[src/rtl/mem_arbiter_pkg.sv]
// Shared types and default widths for the two-requester RAM arbiter.
package mem_arb_pkg;

  localparam int DATA_W_DEF  = 16;
  localparam int ADDR_W_DEF  = 9;
  localparam int RAM_SEL_BIT = ADDR_W_DEF - 1;

  typedef enum logic {
    REQ_R0 = 1'b0,
    REQ_R1 = 1'b1
  } req_id_t;

  typedef enum logic [2:0] {
    IDLE    = 3'd0,
    RESP_R0 = 3'd1,
    RESP_R1 = 3'd2,
    ERR_R0  = 3'd3,
    ERR_R1  = 3'd4
  } resp_state_t;

endpackage

[src/rtl/mem_arbiter_if.sv]
// Per-requester bus between a RAM client and the arbiter.
interface mem_req_if
  import mem_arb_pkg::*;
#(
  parameter int DATA_W = DATA_W_DEF,
  parameter int ADDR_W = ADDR_W_DEF
) ();
  // req is held with we/addr/wdata stable until gnt; req&gnt is the transfer.
  // rvalid/err are single-cycle responses one cycle after the transfer.
  logic              req;
  logic              we;
  logic [ADDR_W-1:0] addr;
  logic [DATA_W-1:0] wdata;
  logic              gnt;
  logic              rvalid;
  logic [DATA_W-1:0] rdata;
  logic              err;

  modport master (output req, we, addr, wdata, input gnt, rvalid, rdata, err);
  modport slave  (input req, we, addr, wdata, output gnt, rvalid, rdata, err);
endinterface

[src/rtl/rr_arbiter2.sv]
// Two-way round-robin core: grants a lone requester, otherwise the priority owner.
module rr_arbiter2
  import mem_arb_pkg::*;
(
  input  logic [1:0] req,
  input  req_id_t    prio,
  output logic [1:0] gnt,
  output req_id_t    next_prio
);
  always_comb begin
    gnt       = 2'b00;
    next_prio = prio;
    case (req)
      2'b01:   gnt = 2'b01;
      2'b10:   gnt = 2'b10;
      2'b11:   gnt = (prio == REQ_R0) ? 2'b01 : 2'b10;
      default: gnt = 2'b00;
    endcase
    if (gnt[0])      next_prio = REQ_R1;
    else if (gnt[1]) next_prio = REQ_R0;
  end
endmodule

[src/rtl/mem_arbiter.sv]
// Shares one registered-read RAM between instruction fetch (r0) and load/store (r1);
// the top address bit selects RAM (0) or off-RAM (1), the latter answered with an error pulse.
module mem_arbiter
  import mem_arb_pkg::*;
#(
  parameter int DATA_W = DATA_W_DEF,
  parameter int ADDR_W = ADDR_W_DEF
) (
  input  logic              clk,
  input  logic              reset,
  mem_req_if.slave          r0,
  mem_req_if.slave          r1,
  output logic [ADDR_W-2:0] ram_read_address,
  output logic [ADDR_W-2:0] ram_write_address,
  output logic              ram_write,
  output logic [DATA_W-1:0] ram_din,
  input  logic [DATA_W-1:0] ram_dout,
  output resp_state_t       dbg_state
);
  req_id_t           prio_q, prio_d, next_prio;
  resp_state_t       state_q, state_d;
  logic [ADDR_W-2:0] rd_addr_q, rd_addr_d;
  logic [1:0]        core_gnt, gnt;
  logic              any_gnt, win_sel, win_we, off_ram, rd_fire;
  logic [ADDR_W-1:0] win_addr;
  logic [DATA_W-1:0] win_wdata;
  logic              r0_valid, r1_valid;

  rr_arbiter2 u_rr (
    .req       ({r1.req, r0.req}),
    .prio      (prio_q),
    .gnt       (core_gnt),
    .next_prio (next_prio)
  );

  assign gnt       = core_gnt & {2{~reset}};
  assign any_gnt   = |gnt;
  assign win_sel   = gnt[1];
  assign win_we    = win_sel ? r1.we    : r0.we;
  assign win_addr  = win_sel ? r1.addr  : r0.addr;
  assign win_wdata = win_sel ? r1.wdata : r0.wdata;
  assign off_ram   = win_addr[ADDR_W-1];
  assign rd_fire   = any_gnt & ~win_we & ~off_ram;

  // The read port keeps its last address so idle/write cycles cause no new read.
  always_comb begin
    rd_addr_d = rd_addr_q;
    prio_d    = next_prio;
    state_d   = IDLE;
    if (rd_fire) rd_addr_d = win_addr[ADDR_W-2:0];
    if (any_gnt) begin
      if (off_ram)     state_d = win_sel ? ERR_R1  : ERR_R0;
      else if (!win_we) state_d = win_sel ? RESP_R1 : RESP_R0;
    end
  end

  always_ff @(posedge clk) begin
    if (reset) begin
      prio_q    <= REQ_R0;
      state_q   <= IDLE;
      rd_addr_q <= '0;
    end else begin
      prio_q    <= prio_d;
      state_q   <= state_d;
      rd_addr_q <= rd_addr_d;
    end
  end

  assign ram_read_address  = rd_addr_d;
  assign ram_write_address = win_addr[ADDR_W-2:0];
  assign ram_din           = win_wdata;
  assign ram_write         = any_gnt & win_we & ~off_ram;

  // Responses are masked while reset is high so an in-flight read is dropped.
  assign r0_valid  = (state_q == RESP_R0) & ~reset;
  assign r1_valid  = (state_q == RESP_R1) & ~reset;
  assign r0.gnt    = gnt[0];
  assign r1.gnt    = gnt[1];
  assign r0.rvalid = r0_valid;
  assign r1.rvalid = r1_valid;
  assign r0.rdata  = r0_valid ? ram_dout : '0;
  assign r1.rdata  = r1_valid ? ram_dout : '0;
  assign r0.err    = (state_q == ERR_R0) & ~reset;
  assign r1.err    = (state_q == ERR_R1) & ~reset;
  assign dbg_state = state_q;
endmodule

[src/flat_wrapper.sv]
// flat-port wrapper written by rule: the top's interface ports become plain ports
module mem_arbiter_flat import mem_arb_pkg::*;
#(
  parameter int DATA_W = DATA_W_DEF,
  parameter int ADDR_W = ADDR_W_DEF
)
  (clk, reset, ram_read_address, ram_write_address, ram_write, ram_din, ram_dout, dbg_state, r0_req, r0_we, r0_addr, r0_wdata, r0_gnt, r0_rvalid, r0_rdata, r0_err, r1_req, r1_we, r1_addr, r1_wdata, r1_gnt, r1_rvalid, r1_rdata, r1_err);
  mem_req_if #(.DATA_W(DATA_W), .ADDR_W(ADDR_W)) r0_i ();
  mem_req_if #(.DATA_W(DATA_W), .ADDR_W(ADDR_W)) r1_i ();
  input  logic clk;
  input  logic reset;
  output logic [ADDR_W-2:0] ram_read_address;
  output logic [ADDR_W-2:0] ram_write_address;
  output logic ram_write;
  output logic [DATA_W-1:0] ram_din;
  input  logic [DATA_W-1:0] ram_dout;
  output resp_state_t dbg_state;
  input wire logic [$bits(r0_i.req)-1:0] r0_req;
  input wire logic [$bits(r0_i.we)-1:0] r0_we;
  input wire logic [$bits(r0_i.addr)-1:0] r0_addr;
  input wire logic [$bits(r0_i.wdata)-1:0] r0_wdata;
  output wire logic [$bits(r0_i.gnt)-1:0] r0_gnt;
  output wire logic [$bits(r0_i.rvalid)-1:0] r0_rvalid;
  output wire logic [$bits(r0_i.rdata)-1:0] r0_rdata;
  output wire logic [$bits(r0_i.err)-1:0] r0_err;
  input wire logic [$bits(r1_i.req)-1:0] r1_req;
  input wire logic [$bits(r1_i.we)-1:0] r1_we;
  input wire logic [$bits(r1_i.addr)-1:0] r1_addr;
  input wire logic [$bits(r1_i.wdata)-1:0] r1_wdata;
  output wire logic [$bits(r1_i.gnt)-1:0] r1_gnt;
  output wire logic [$bits(r1_i.rvalid)-1:0] r1_rvalid;
  output wire logic [$bits(r1_i.rdata)-1:0] r1_rdata;
  output wire logic [$bits(r1_i.err)-1:0] r1_err;
  assign r0_i.req = r0_req;
  assign r0_i.we = r0_we;
  assign r0_i.addr = r0_addr;
  assign r0_i.wdata = r0_wdata;
  assign r0_gnt = r0_i.gnt;
  assign r0_rvalid = r0_i.rvalid;
  assign r0_rdata = r0_i.rdata;
  assign r0_err = r0_i.err;
  assign r1_i.req = r1_req;
  assign r1_i.we = r1_we;
  assign r1_i.addr = r1_addr;
  assign r1_i.wdata = r1_wdata;
  assign r1_gnt = r1_i.gnt;
  assign r1_rvalid = r1_i.rvalid;
  assign r1_rdata = r1_i.rdata;
  assign r1_err = r1_i.err;
  mem_arbiter #(.DATA_W(DATA_W), .ADDR_W(ADDR_W)) u_core (.clk(clk), .reset(reset), .r0(r0_i), .r1(r1_i), .ram_read_address(ram_read_address), .ram_write_address(ram_write_address), .ram_write(ram_write), .ram_din(ram_din), .ram_dout(ram_dout), .dbg_state(dbg_state));
endmodule
[config.mk]
export PLATFORM = sky130hd
export DESIGN_NAME = mem_arbiter_flat
export DESIGN_NICKNAME = d
export VERILOG_FILES = /design/src/rtl/mem_arbiter_pkg.sv /design/src/rtl/mem_arbiter_if.sv /design/src/rtl/rr_arbiter2.sv /design/src/rtl/mem_arbiter.sv /design/src/flat_wrapper.sv
export SDC_FILE = /design/constraint.sdc
export NUM_CORES = 1
export LEC_CHECK = 0
export CAP_MARGIN = 10
export CORE_MARGIN = 2
export CORE_UTILIZATION = 30
export DETAILED_ROUTE_END_ITERATION = 12
export DONT_BUFFER_PORTS = 1
export PLACE_DENSITY = 0.53
export SLEW_MARGIN = 10
export SYNTH_ARGS = -nofsm -noshare
export SYNTH_HDL_FRONTEND = slang
export SYNTH_SLANG_ARGS = --single-unit
[constraint.sdc]
create_clock -name clk -period 2.6 [get_ports clk]
set_input_delay 0.39 -clock clk [delete_from_list [all_inputs] [get_ports clk]]
set_output_delay 0.39 -clock clk [all_outputs]
set_load 0.005 [all_outputs]
==> metrics.csv <==
metric,value,unit
pin_count,146,
yosysTopAreaCell,nand2_1,
drt_pre_antenna_iters,4,
crit_chain,nand2b_4 -> nand2_2 -> buf_4 -> clkinv_1 -> nand2_1 -> nand2_1,
cp_slowest_cell,clkinv_1,
worst_pin_slew,0.673,ns
r2r_setup_slack,0.75,ns
period_minus_slack,2.39,ns
cts-root-buf,clkbuf_8,
finalHoldViolations,0,
combPwrFrac,0.284,
final_nets,267,
synth_top_family_by_area,simple AND/OR/NAND/NOR gates,
max_slew_margin,0.549,
synth_xor_area_frac,0,
port-buffer-count,0,
synthMuxAreaShare,0.0611,
cts_max_path_buffers,2,
cp_max_fo,26,
critPathArrivalTime,2.00,ns
dp_cells,242,
post-route-period-util,0.918,
cts_tree,yes,
ys_ff_latch,12,
max_cap_violations,0,
skew,0.00163,ns
switching_share,0.303,
yosysUniqueCellTypes,32,
synth_compound_area_frac,0.156,
setup_slack,0.214,ns
globalplace.congestion,0.786,
required,2.21,ns
setup_viol,0,
max_stage_delay,0.59,ns
drive_above_1_share,0.124,
ys_async_sr_fraction,0,
final_cells,245,
grt_usage,0.128,
die-area,4920,sq um
start_util,0.305,
clockPowerShare,0.323,
core,4290,sq um
vias_per_cell,5.33,
antenna_found_initial,0,
start_kind,flip-flop,
grt_setup_unrepaired,no,
drc,0,
p_int,0.362,mW
ys.flop_type,dfxtp_1,
endpoint_kind,primary output,
p_seq_frac,0.393,
routed_wl,3530,um
drtIter0Drc,21,
grt_start_max_net_pins,27,
status,finished clean,
vias,1306,
clk_transition_reported_paths,0.05,ns
grt_pass1_wl,5180,um
post_cts_buffers,0,
num_rows,24,
yosys-top-cells-area,"nand2_1 21%, dfxtp_1 18%, and2_1 15%",
postSynthAreaPerCell,6.59,sq um
synth_warnings,0,
synth_cells,199,
fin_tns_setup,0,ns
cts_hold_buf,0,
wire_per_inst,14.4,um
synth-simple-area-share,0.521,
fmax,419,MHz
clock_latency,0.24,ns
yosysMostFrequentCell,nand2_1,
cpMostUsedCell,nand2_1,
cts_sinks,12,
netlist.area_leader.share,0.209,
powerDensity,379,nW/um^2
area_delta_synth_final,4.48,%
crit_type,flip-flop to primary output,
die_x,70.1,um
synth_nets,271,
overflow,0,
grt_pass1_vias,1118,
h-tree-depth,1,
ant_nets,0,
yosysSeqAreaShare,0.183,
cts_resized,0,
cts_buffers,3,
synth-edff-count,0,
ys_top_cells_by_count,"73 x nand2_1, 32 x and2_1, 21 x nor2_1, 12 x dfxtp_1, 8 x mux2i_1",
finalMaxSlewViolations,0,
hpwlAfterDp,2910,um
synth_adder_area_share,0,
hp-class,input pin to flip-flop,
syn_area,1310,sq um
power.switching,0.157,mW
die-height,70.1,um
power_leakage,0.674,nW
diodes,0,
ir_drop,0.107,mV
detailedPlace.worstSlack,0.451,ns
==> final cells by class <==
cell class                      count  area (sq um)
Fill cell                         457          2920
Multi-Input combinational cell    170           975
Sequential cell                    12           240
Tap cell                           52          65.1
Clock buffer                        3          41.3
Timing Repair Buffer                5          37.5
Inverter                            3          11.3
==> final timing paths <==
path	end	from	depth (start not counted)
worst max-delay path	ram_write_address[6]	u_core.prio_q	6
worst min-delay path	u_core.dbg_state[1]	reset	1
worst max register to register	u_core.dbg_state[1]	u_core.prio_q	6
worst min register to register	u_core.rd_addr_q[6]	u_core.rd_addr_q[6]	1
==> cell usage in the layout, fill, tap and decap left out, types with 2 or more instances in the layout <==
cell and instances:
nand2_1 73, and2_1 32, nor2_1 21, dfxtp_1 12
mux2i_1 8, o221a_2 6, o22a_1 5, buf_4 5
a21oi_1 3, o22a_2 3, clkbuf_8 3, inv_1 2
nor2b_1 2, nor4b_2 2, o221a_1 2
==> logic make-up after synthesis <==
family	count (synthesis)
compound gates	22
buf+inv	17
flops	12
mux	8
simple gates	140
==> layer usage <==
| layer | vias up | track usage | wire length, um |
|---|---|---|---|
| li1 | 641 | - | - |
| met1 | 564 | 0.145 | 1330 |
| met3 | 2 | 0.0173 | 368 |
| met4 | 0 | 0.0449 | 27 |
| met5 | - | 0 | 0 |
| met2 | 99 | 0.243 | 1810 |
==> power by group through the flow <==
stage          logic (mW)  registers [mW]  clock network (mW)
2_1_floorplan       0.138           0.205                   0
3_3_place_gp        0.148           0.207                   0
3_5_place_dp        0.150           0.208                   0
4_1_cts             0.150           0.204               0.168
5_1_grt             0.164           0.206               0.179
6_report            0.147           0.204               0.168
==> critical path, delay by kind of cell (launching register included) <==
kind                   cells  cell delay, ns
buffers and inverters      2            0.82
and+or+nand+nor            4            0.59
DFF                        1            0.34
==> per-stage QoR <==
stage               area [sq um]  hold WS, ns  power, mW  utilization
floorplan                   1310        0.485      0.343            -
CTS                         1370        0.231      0.523        0.319
global route                1370        0.237      0.549        0.319
detailed placement          1330        0.479      0.357        0.309
global placement            1330        0.484      0.355        0.309
finish                      1370        0.235      0.519        0.319
==> sequential cells by signal, indices dropped and copies added (netlist names) <==
name              flops
u_core.dbg_state      3
u_core.prio_q         1
u_core.rd_addr_q      8
Note: power is estimated with default switching activity, not from simulation.
